<file path="config.mk">
export PLATFORM = sky130hd
export DESIGN_NAME = mem_req_arbiter
export DESIGN_NICKNAME = d
export VERILOG_FILES = /design/src/rtl/mem_req_arbiter.sv
export SDC_FILE = /design/constraint.sdc
export NUM_CORES = 1
export LEC_CHECK = 0
export BUFFER_PORTS_ARGS = -buffer_cell sky130_fd_sc_hd__buf_2
export CORE_AREA = 10 10 148 150
export DETAILED_ROUTE_END_ITERATION = 8
export DIE_AREA = 0 0 158 160
export GPL_TIMING_DRIVEN = 0
export PLACE_DENSITY_LB_ADDON = 0.12
export SYNTH_ARGS = -nofsm -noshare
export SYNTH_HDL_FRONTEND = slang
export SYNTH_SLANG_ARGS = --single-unit
</file>
<file path="constraint.sdc">
create_clock -name CLK -period 2 [get_ports CLK]
set_input_delay 0.4 -clock CLK [delete_from_list [all_inputs] [get_ports CLK]]
set_output_delay 0.4 -clock CLK [all_outputs]
set_load 0.005 [all_outputs]
</file>
<file path="src/rtl/mem_req_arbiter.sv">
`default_nettype none
// ============================================================================
// Module   : mem_req_arbiter
// Purpose  : Round-robin arbiter that funnels NREQ read/write requesters onto
//            a single memory port. It keeps one access outstanding at a time.
//            The grant is a one-cycle pulse in the first BUSY cycle. The
//            completion pulse (with read data) follows ram_done by one cycle.
// Params   : NREQ   - number of requesters (2..8)
//            WORD_W - address / data width
// Ports    : CLK, RST              - clock, synchronous active-high reset
//            req_ren/req_wen       - per-requester read / write request
//            req_addr/req_store    - per-requester address / write data,
//                                    requester i at [i*WORD_W +: WORD_W]
//            req_gnt/req_done      - one-hot grant / completion pulses
//            req_load              - read data, valid with req_done
//            ramREN/ramWEN         - memory strobes, held until ram_done
//            ramaddr/ramstore      - memory address / write data
//            ramload/ram_done      - memory read data / completion pulse
//            busy                  - an access is outstanding
// Options  : MEM_REQ_ARBITER_WRITE_PRIO_EN - while any write is pending, only
//            writers take part in the round-robin search.
// Revision : 1.0 - initial release
// ============================================================================
module mem_req_arbiter #(
    parameter int NREQ   = 4,
    parameter int WORD_W = 32
) (
    input  logic                   CLK,
    input  logic                   RST,
    input  logic [NREQ-1:0]        req_ren,
    input  logic [NREQ-1:0]        req_wen,
    input  logic [NREQ*WORD_W-1:0] req_addr,
    input  logic [NREQ*WORD_W-1:0] req_store,
    output logic [NREQ-1:0]        req_gnt,
    output logic [NREQ-1:0]        req_done,
    output logic [WORD_W-1:0]      req_load,
    output logic                   ramREN,
    output logic                   ramWEN,
    output logic [WORD_W-1:0]      ramaddr,
    output logic [WORD_W-1:0]      ramstore,
    input  logic [WORD_W-1:0]      ramload,
    input  logic                   ram_done,
    output logic                   busy
);

    localparam int             c_PW   = (NREQ > 1) ? $clog2(NREQ) : 1;
    localparam logic [0:0]     c_IDLE = 1'b0;
    localparam logic [0:0]     c_BUSY = 1'b1;
    localparam logic [NREQ-1:0] c_ONE = {{(NREQ-1){1'b0}}, 1'b1};

    logic [0:0]        r_state;
    logic [0:0]        w_state_nxt;
    logic [c_PW-1:0]   r_rr_ptr;
    logic [c_PW-1:0]   r_owner;
    logic [c_PW-1:0]   w_win;
    logic [c_PW-1:0]   w_idx;
    logic              w_found;
    logic [NREQ-1:0]   w_pend;
    logic [NREQ-1:0]   w_elig;
    logic [WORD_W-1:0] w_sel_addr;
    logic [WORD_W-1:0] w_sel_store;
    logic              w_sel_wr;
    logic [WORD_W-1:0] r_addr;
    logic [WORD_W-1:0] r_store;
    logic [WORD_W-1:0] r_load;
    logic              r_is_wr;
    logic              r_first;
    logic [NREQ-1:0]   r_done;
    logic [NREQ-1:0]   w_owner_oh;
    logic              w_start;
    logic              w_finish;

    // ------------------------------------------------------------------
    // Request qualification
    // ------------------------------------------------------------------
    assign w_pend = req_ren | req_wen;

`ifdef MEM_REQ_ARBITER_WRITE_PRIO_EN
    // Pending writers shadow all readers until none is left.
    assign w_elig = (|req_wen) ? req_wen : w_pend;
`else
    assign w_elig = w_pend;
`endif

    // First eligible requester at or above the pointer, wrapping.
    always_comb begin
        w_found = 1'b0;
        w_win   = '0;
        w_idx   = '0;
        for (int k = 0; k < NREQ; k++) begin
            w_idx = c_PW'((int'(r_rr_ptr) + k) % NREQ);
            if (!w_found && w_elig[w_idx]) begin
                w_found = 1'b1;
                w_win   = w_idx;
            end
        end
    end

    // Mux out the winner's address, data and access type. A simultaneous
    // read and write request counts as a write.
    always_comb begin
        w_sel_addr  = '0;
        w_sel_store = '0;
        w_sel_wr    = 1'b0;
        for (int i = 0; i < NREQ; i++) begin
            if (w_win == c_PW'(i)) begin
                w_sel_addr  = req_addr[i*WORD_W +: WORD_W];
                w_sel_store = req_store[i*WORD_W +: WORD_W];
                w_sel_wr    = req_wen[i];
            end
        end
    end

    assign w_start    = (r_state == c_IDLE) && w_found;
    assign w_finish   = (r_state == c_BUSY) && ram_done;
    assign w_owner_oh = c_ONE << r_owner;

    // ------------------------------------------------------------------
    // FSM: state register
    // ------------------------------------------------------------------
    always_ff @(posedge CLK) begin
        if (RST) begin
            r_state <= c_IDLE;
        end else begin
            r_state <= w_state_nxt;
        end
    end

    // ------------------------------------------------------------------
    // FSM: next state. ram_done outside BUSY is ignored.
    // ------------------------------------------------------------------
    always_comb begin
        w_state_nxt = r_state;
        case (r_state)
            c_IDLE:  if (w_found)  w_state_nxt = c_BUSY;
            c_BUSY:  if (ram_done) w_state_nxt = c_IDLE;
            default: w_state_nxt = c_IDLE;
        endcase
    end

    // ------------------------------------------------------------------
    // FSM: outputs. The memory side is gated by busy so it reads zero
    // whenever no access is outstanding.
    // ------------------------------------------------------------------
    always_comb begin
        busy     = (r_state == c_BUSY);
        req_gnt  = (busy && r_first) ? w_owner_oh : '0;
        req_done = r_done;
        req_load = r_load;
        ramREN   = busy && !r_is_wr;
        ramWEN   = busy && r_is_wr;
        ramaddr  = busy ? r_addr  : '0;
        ramstore = busy ? r_store : '0;
    end

    // ------------------------------------------------------------------
    // Access registers, completion pulse and round-robin pointer
    // ------------------------------------------------------------------
    always_ff @(posedge CLK) begin
        if (RST) begin
            r_rr_ptr <= '0;
            r_owner  <= '0;
            r_addr   <= '0;
            r_store  <= '0;
            r_is_wr  <= 1'b0;
            r_first  <= 1'b0;
            r_done   <= '0;
            r_load   <= '0;
        end else begin
            r_first <= w_start;
            r_done  <= '0;
            r_load  <= '0;
            if (w_start) begin
                r_owner <= w_win;
                r_addr  <= w_sel_addr;
                r_store <= w_sel_wr ? w_sel_store : '0;
                r_is_wr <= w_sel_wr;
            end
            if (w_finish) begin
                r_done   <= w_owner_oh;
                r_load   <= r_is_wr ? '0 : ramload;
                r_rr_ptr <= (r_owner == c_PW'(NREQ-1)) ? '0 : r_owner + c_PW'(1);
            end
        end
    end

endmodule
`default_nettype wire

</file>
# Word level (Yosys, flattened, before mapping)
# Index checks and enable logic that the tools add are counted.
# Widths: inputs -> output; s select.
dict set report word_totals {
  latchBits 0
  romBits 0
  wordCells 76
  mem_count 0
  ramBits 0
  reg_bits 107
}
dict set report classes {
  n_addsub 4
  n_div 0
  n_lt_le_gt_ge 4
  multipliers 0
  mux 36
  shifts 1
  n_reduce_logical 15
  eq_ne 4
  bitwise 3
}
# cell count
set op_table {}
lappend op_table {{$mux 32} 11}
lappend op_table {{$mux 1} 14}
lappend op_table {{$lt 2x3->1 const B} 4}
lappend op_table {{$mux 2} 5}
lappend op_table {{$bmux 1 s2} 4}
lappend op_table {{$logic_and 1x1->1} 8}
lappend op_table {{$eq 2x2->1 const B} 3}
lappend op_table {{$add 2x1->2 const B} 2}
lappend op_table {{$add 2x2->2 const B} 2}
lappend op_table {{$logic_not 1->1} 4}
lappend op_table {{$mux 4} 1}
lappend op_table {{$or 4x4->4} 1}
lappend op_table {{$shl 1x2->4 const A} 1}
lappend op_table {{$reduce_or 3->1} 1}
lappend op_table {{$eq 2x1->1 const B} 1}
lappend op_table {{$logic_not 2->1} 1}
lappend op_table {{$not 1->1} 2}
lappend op_table {{$pmux 1 s2} 1}
lappend op_table {{$reduce_or 2->1} 1}

# Longest topological paths before layout
dict set report depth {
  word_depth 19
  mapped_depth 8
}

# Least setup slack after synthesis
# OpenSTA, ideal clock, no wires.
dict set report synth_path {
  path_kind {input -> register}
  start {input port req_wen[1]}
  end {register r_store[29]}
  arrival_ps 1897
  cell_stages 7
  path_buffers 2
  path_slack_ps -19
  required_time_ps 1878
  setup_ps 122
  cell_sequence {or2_1 buf_6 o311ai_4 nand2_1 clkbuf_1 a211oi_1 o31ai_1}
}
dict set report synth_between {
  elab_chain_cells 19
  word_cells_on_any_way 37
}
# item line
set synth_rtl {}
lappend synth_rtl {{start, declared} 31} ;# input logic [NREQ-1:0] req_wen,
lappend synth_rtl {{$or 4x4->4} 76} ;# assign w_pend = req_ren | req_wen;
lappend synth_rtl {{$bmux 1 s2} 92} ;# if (!w_found && w_elig[w_idx]) begin
lappend synth_rtl {{$mux 1 (implied by the code)} 92}
lappend synth_rtl {{$mux 1} 92}
lappend synth_rtl {{$logic_not 1->1} 92}
lappend synth_rtl {{$logic_and 1x1->1} 92}
lappend synth_rtl {{$mux 1} 92}
lappend synth_rtl {{$logic_not 1->1} 92}
lappend synth_rtl {{$logic_and 1x1->1} 92}
lappend synth_rtl {{$mux 1} 92}
lappend synth_rtl {{$logic_not 1->1} 92}
lappend synth_rtl {{$logic_and 1x1->1} 92}
lappend synth_rtl {{$mux 2} 92}
lappend synth_rtl {{$logic_not 2->1} 106} ;# if (w_win == c_PW'(i)) begin
lappend synth_rtl {{$mux 32 or $mux 1 (tied branches) (4 in a row)} 106}
lappend synth_rtl {{$mux 32} 176} ;# r_store <= w_sel_wr ? w_sel_store : '0;
lappend synth_rtl {{end signal, assigned} 176}
lappend synth_rtl {{end, declared} 64} ;# logic [WORD_W-1:0] r_store;
# Parallel ways exist; a longest one is shown, timed or not. The select of a mux whose other input is x is not followed.
# A chain may end at the register's enable or synchronous reset.

# Worst setup path after layout
dict set report layout_path {
  start {input port req_ren[1]}
  end {register r_store[30]}
}
dict set report layout_between {
  elab_chain_cells 19
  word_cells_on_any_way 37
}
# item line
set layout_rtl {}
lappend layout_rtl {{start, declared} 30} ;# input logic [NREQ-1:0] req_ren,
lappend layout_rtl {{$or 4x4->4 (*)} 76}
lappend layout_rtl {{$bmux 1 s2} 92}
lappend layout_rtl {{$mux 1 (implied by the code)} 92}
lappend layout_rtl {{$mux 1} 92}
lappend layout_rtl {{$logic_not 1->1} 92}
lappend layout_rtl {{$logic_and 1x1->1} 92}
lappend layout_rtl {{$mux 1} 92}
lappend layout_rtl {{$logic_not 1->1} 92}
lappend layout_rtl {{$logic_and 1x1->1} 92}
lappend layout_rtl {{$mux 1} 92}
lappend layout_rtl {{$logic_not 1->1} 92}
lappend layout_rtl {{$logic_and 1x1->1} 92}
lappend layout_rtl {{$mux 2} 92}
lappend layout_rtl {{$logic_not 2->1} 106}
lappend layout_rtl {{$mux 32 or $mux 1 (tied branches) (4 in a row)} 106}
lappend layout_rtl {{$mux 32} 176}
# Every way passes the cells marked *; elsewhere a longest branch is shown, timed or not. The select of a mux whose other input is x is not followed.

==> results_dict.tcl <==
set metrics [dict create \
    syn_area_mm2 0.00609 \
    syn-instance-count 723 \
    start_util_pct 31.9 \
    power.density_mw_per_mm2 606 \
    critical_path.top_delay_family "buffers and inverters" \
    ioPinCount 406 \
    place_hpwl_um 24200 \
    post_synthesis_register_bit_count 107 \
    via_count_of_the_first_global_routing_pass 7351 \
    critical_path.max_stage_delay_ns 0.32 \
    layout.cells.most_common "sky130_fd_sc_hd__buf_2" \
    num_clock_sinks 107 \
    ys_warn_count 0 \
    clock.fmax_ghz 0.509 \
    syn_area_per_cell_um2 8.43 \
    num_rows 51 \
    top_library_cells_by_usage_in_the_layout_fill_and_taps_aside "sky130_fd_sc_hd__buf_2 (415), sky130_fd_sc_hd__dfxtp_1 (105), sky130_fd_sc_hd__and2_1 (101), sky130_fd_sc_hd__and3_1 (84), sky130_fd_sc_hd__nand2_1 (54)" \
    criticalPathCategory "in -> reg" \
    routed-via-count 7176 \
    crit_path_frequent_cell "sky130_fd_sc_hd__buf_6" \
    wirelength_um 30200 \
    timing.critical_path.from_type "primary input" \
    grt_overflow_total 0 \
    drive_above_1_share_pct 52.3 \
    rr_startpoint "r_rr_ptr[0]" \
    irDropWorstVdd_mv 0.350 \
    clock_tree.root_cell "sky130_fd_sc_hd__clkbuf_16" \
    most_used_flip_flop_cell_after_synthesis "sky130_fd_sc_hd__dfxtp_1" \
    layout-area-overhead-vs-synth_pct 59.2 \
    tritoncts "done" \
    register_area_share_after_synthesis_pct 35.2 \
    drt-pass1-iter-count 4 \
    maximum_number_of_pins_on_one_net_before_global_route_repair 20 \
    result_of_the_run "completed" \
    timing.reg2reg.worst_path_depth 7 \
    hold_path.startpoint "ramload[7]" \
    post_place_instance_area_mm2 0.00842 \
    ys_async_sr_fraction_pct 0 \
    rsz0062_at_grt "yes" \
    fp.dieArea_mm2 0.0253 \
    cp.required_ns 2.27 \
    drt_first_iter_violations 288 \
    dieWidth_um 158 \
    clock_slew_at_reported_path_ffs_ns 0.08 \
    timing.critical_path.buf_inv 5 \
    final.min_clock_period_ns 1.96 \
    hold_crit_depth 2 \
    timing_worst_slew_pin_value_ns 0.645 \
    setup_tns_ns 0 \
    slew_violations 0 \
    clock-skew-final_ns 0.00601 \
    synth_edf_count 0 \
    wl_per_cell_um 21.6 \
    io_buffers 404 \
    antenna_violations_before_repair 12 \
    layout.cell_area.non_filler_mm2 0.00970 \
    r2r_setup_slack_ns 0.07 \
    wire_length_of_the_first_global_routing_pass_um 42700 \
    maxCapViolations 0 \
    core_area_mm2 0.0191 \
    power.internal_mw 4.00 \
    part_of_the_cycle_the_worst_path_needs_pct 98.2 \
    final_nets 1452 \
    combinationalPowerShare_pct 28.9 \
    htreeDepth 3 \
    globalRouteTotalUtil_pct 21.8 \
    regToRegEndpoint "r_store[30]" \
    final-setup-viol-count 0 \
    arrival_ns 2.23 \
    syn_nets 1026 \
    crit_slowest_cell "sky130_fd_sc_hd__o311ai_4" \
    relSlewSlack_pct 57.0 \
    synth_cell_type_count 45 \
    power_switching_mw 1.88 \
    holdCritPathClass "in -> reg" \
    drcViolationCount 0 \
    weighted_congestion_at_the_end_of_routability_driven_global_placement 0.830 \
    report.final.hold_viol_count 0 \
    insertion_delay_ns 0.35 \
    biggest_fanout_along_the_worst_timing_path 8 \
    share_seq_of_total_power_pct 40.0 \
    crit_path_cell_trace "buf_6, or2_1, buf_6, o311ai_4, buf_6, and3_4, o311ai_4, buf_12, buf_12, o31ai_1" \
    power.clock.fraction_pct 31.0 \
    route.antenna.remaining_nets 0 \
    cts_hold_buf 0 \
    cts.path.max_buffers 2 \
    worst_setup_path_end_kind "flop" \
    die_h_um 160 \
    power_leakage_nw 4.79 \
    fin_util_pct 50.8 \
    post_drt_via_cell_ratio 5.13 \
    netSwitchingFraction_pct 31.9 \
    cts_inserted_buffers 9 \
    worstHoldEndpoint "req_load[7]" \
    fillers 1909 \
]
==> layout make-up <==
class,instances,area (um2),area share (%)
inverter,3,11.3,0.116
clock buffer,10,239,2.46
tap,238,298,3.07
timing repair buffer,417,2220,22.9
multi-input combinational,537,4210,43.4
clock inverter,6,56.3,0.580
buffer,74,498,5.13
sequential,107,2150,22.1
antenna,8,20.0,0.206
==> power groups by stage <==
stage	sequential (mW)	combinational, mW	clock (mW)
finish	2.35	1.70	1.82
global route	2.37	1.85	1.96
CTS	2.35	1.47	1.89
detailed placement	2.40	1.39	0
global placement	2.40	1.39	0
floorplan	2.39	0.749	0
==> worst max-delay path by stage <==
stage                startpoint          end  slack (ns)  depth (start not counted)
floorplan            req_wen[1]  r_store[10]        0.01                          7
global placement     req_wen[1]  r_store[30]       -0.83                          8
detailed placement   req_wen[1]  r_store[30]       -0.80                          8
CTS                 r_rr_ptr[0]  r_store[17]      -0.002                          7
global route         req_ren[1]  r_store[14]       -0.03                         10
finish               req_ren[1]  r_store[30]        0.04                         10
==> registers in the layout, summed over array words and instances (netlist names) <==
signal	flops
req_load	32
r_owner	2
r_first	1
r_rr_ptr	2
req_done	4
busy	1
r_store	32
r_is_wr	1
r_addr	32
==> metal layers <==
layer  up-vias  global-route usage, %  part of all wire [%]
li1       3541                      -                     -
met1      3307                   23.4                    37
met2       283                   38.5                    51
met3        37                   8.49                   9.8
met4         8                   6.44                   1.8
met5         -                      0                  0.20
==> metrics by stage <==
stage / std cells / setup slack [ns] / total power [mW] / hold slack, ns
3_5_place_dp: 1365 / -0.804 / 3.79 / 0.431
5_1_grt: 1394 / -0.0338 / 6.18 / 0.233
3_3_place_gp: 1365 / -0.833 / 3.78 / 0.426
6_report: 1400 / 0.0353 / 5.88 / 0.242
4_1_cts: 1386 / -0.00187 / 5.71 / 0.227
2_1_floorplan: 723 / 0.0113 / 3.14 / 0.417
==> timing repair <==
item / CTS / global route
pin swaps: 3 / 31
setup buffers: 6 / 3
gates cloned: 0 / 4
endpoints found under the setup margin: 136 / 111
hold endpoints to repair: 0 / 0
gates resized for setup: 55 / 147
==> synth_stat cells (3+ instances only) <==
library cell | n | share of area (%)
sky130_fd_sc_hd__a211oi_1 | 92 | 11
sky130_fd_sc_hd__a211oi_2 | 6 | 1.2
sky130_fd_sc_hd__a21o_1 | 17 | 2.1
sky130_fd_sc_hd__a21oi_1 | 6 | 0.49
sky130_fd_sc_hd__a221oi_1 | 7 | 1.0
sky130_fd_sc_hd__a221oi_2 | 10 | 2.5
sky130_fd_sc_hd__and2_1 | 102 | 10
sky130_fd_sc_hd__and3_1 | 84 | 8.6
sky130_fd_sc_hd__buf_2 | 15 | 1.2
sky130_fd_sc_hd__buf_6 | 8 | 1.5
sky130_fd_sc_hd__clkbuf_1 | 50 | 3.1
sky130_fd_sc_hd__dfxtp_1 | 107 | 35
sky130_fd_sc_hd__ha_1 | 4 | 0.82
sky130_fd_sc_hd__inv_1 | 3 | 0.18
sky130_fd_sc_hd__nand2_1 | 56 | 3.4
sky130_fd_sc_hd__nand3_1 | 18 | 1.5
sky130_fd_sc_hd__nor2_1 | 25 | 1.5
sky130_fd_sc_hd__nor2b_1 | 3 | 0.31
sky130_fd_sc_hd__o21ai_0 | 23 | 1.9
sky130_fd_sc_hd__o21ai_1 | 10 | 0.82
sky130_fd_sc_hd__o221ai_1 | 16 | 2.3
sky130_fd_sc_hd__o31ai_1 | 32 | 3.9
==> kinds of logic after synthesis <==
logic type	synth area share [%]
adders and majority gates	0.821
and+or+nand+nor	27.0
DFF	35.2
buffers and inverters	6.55
AOI/OAI and AO/OA	30.5
Note: power is estimated with default switching activity, not from simulation.
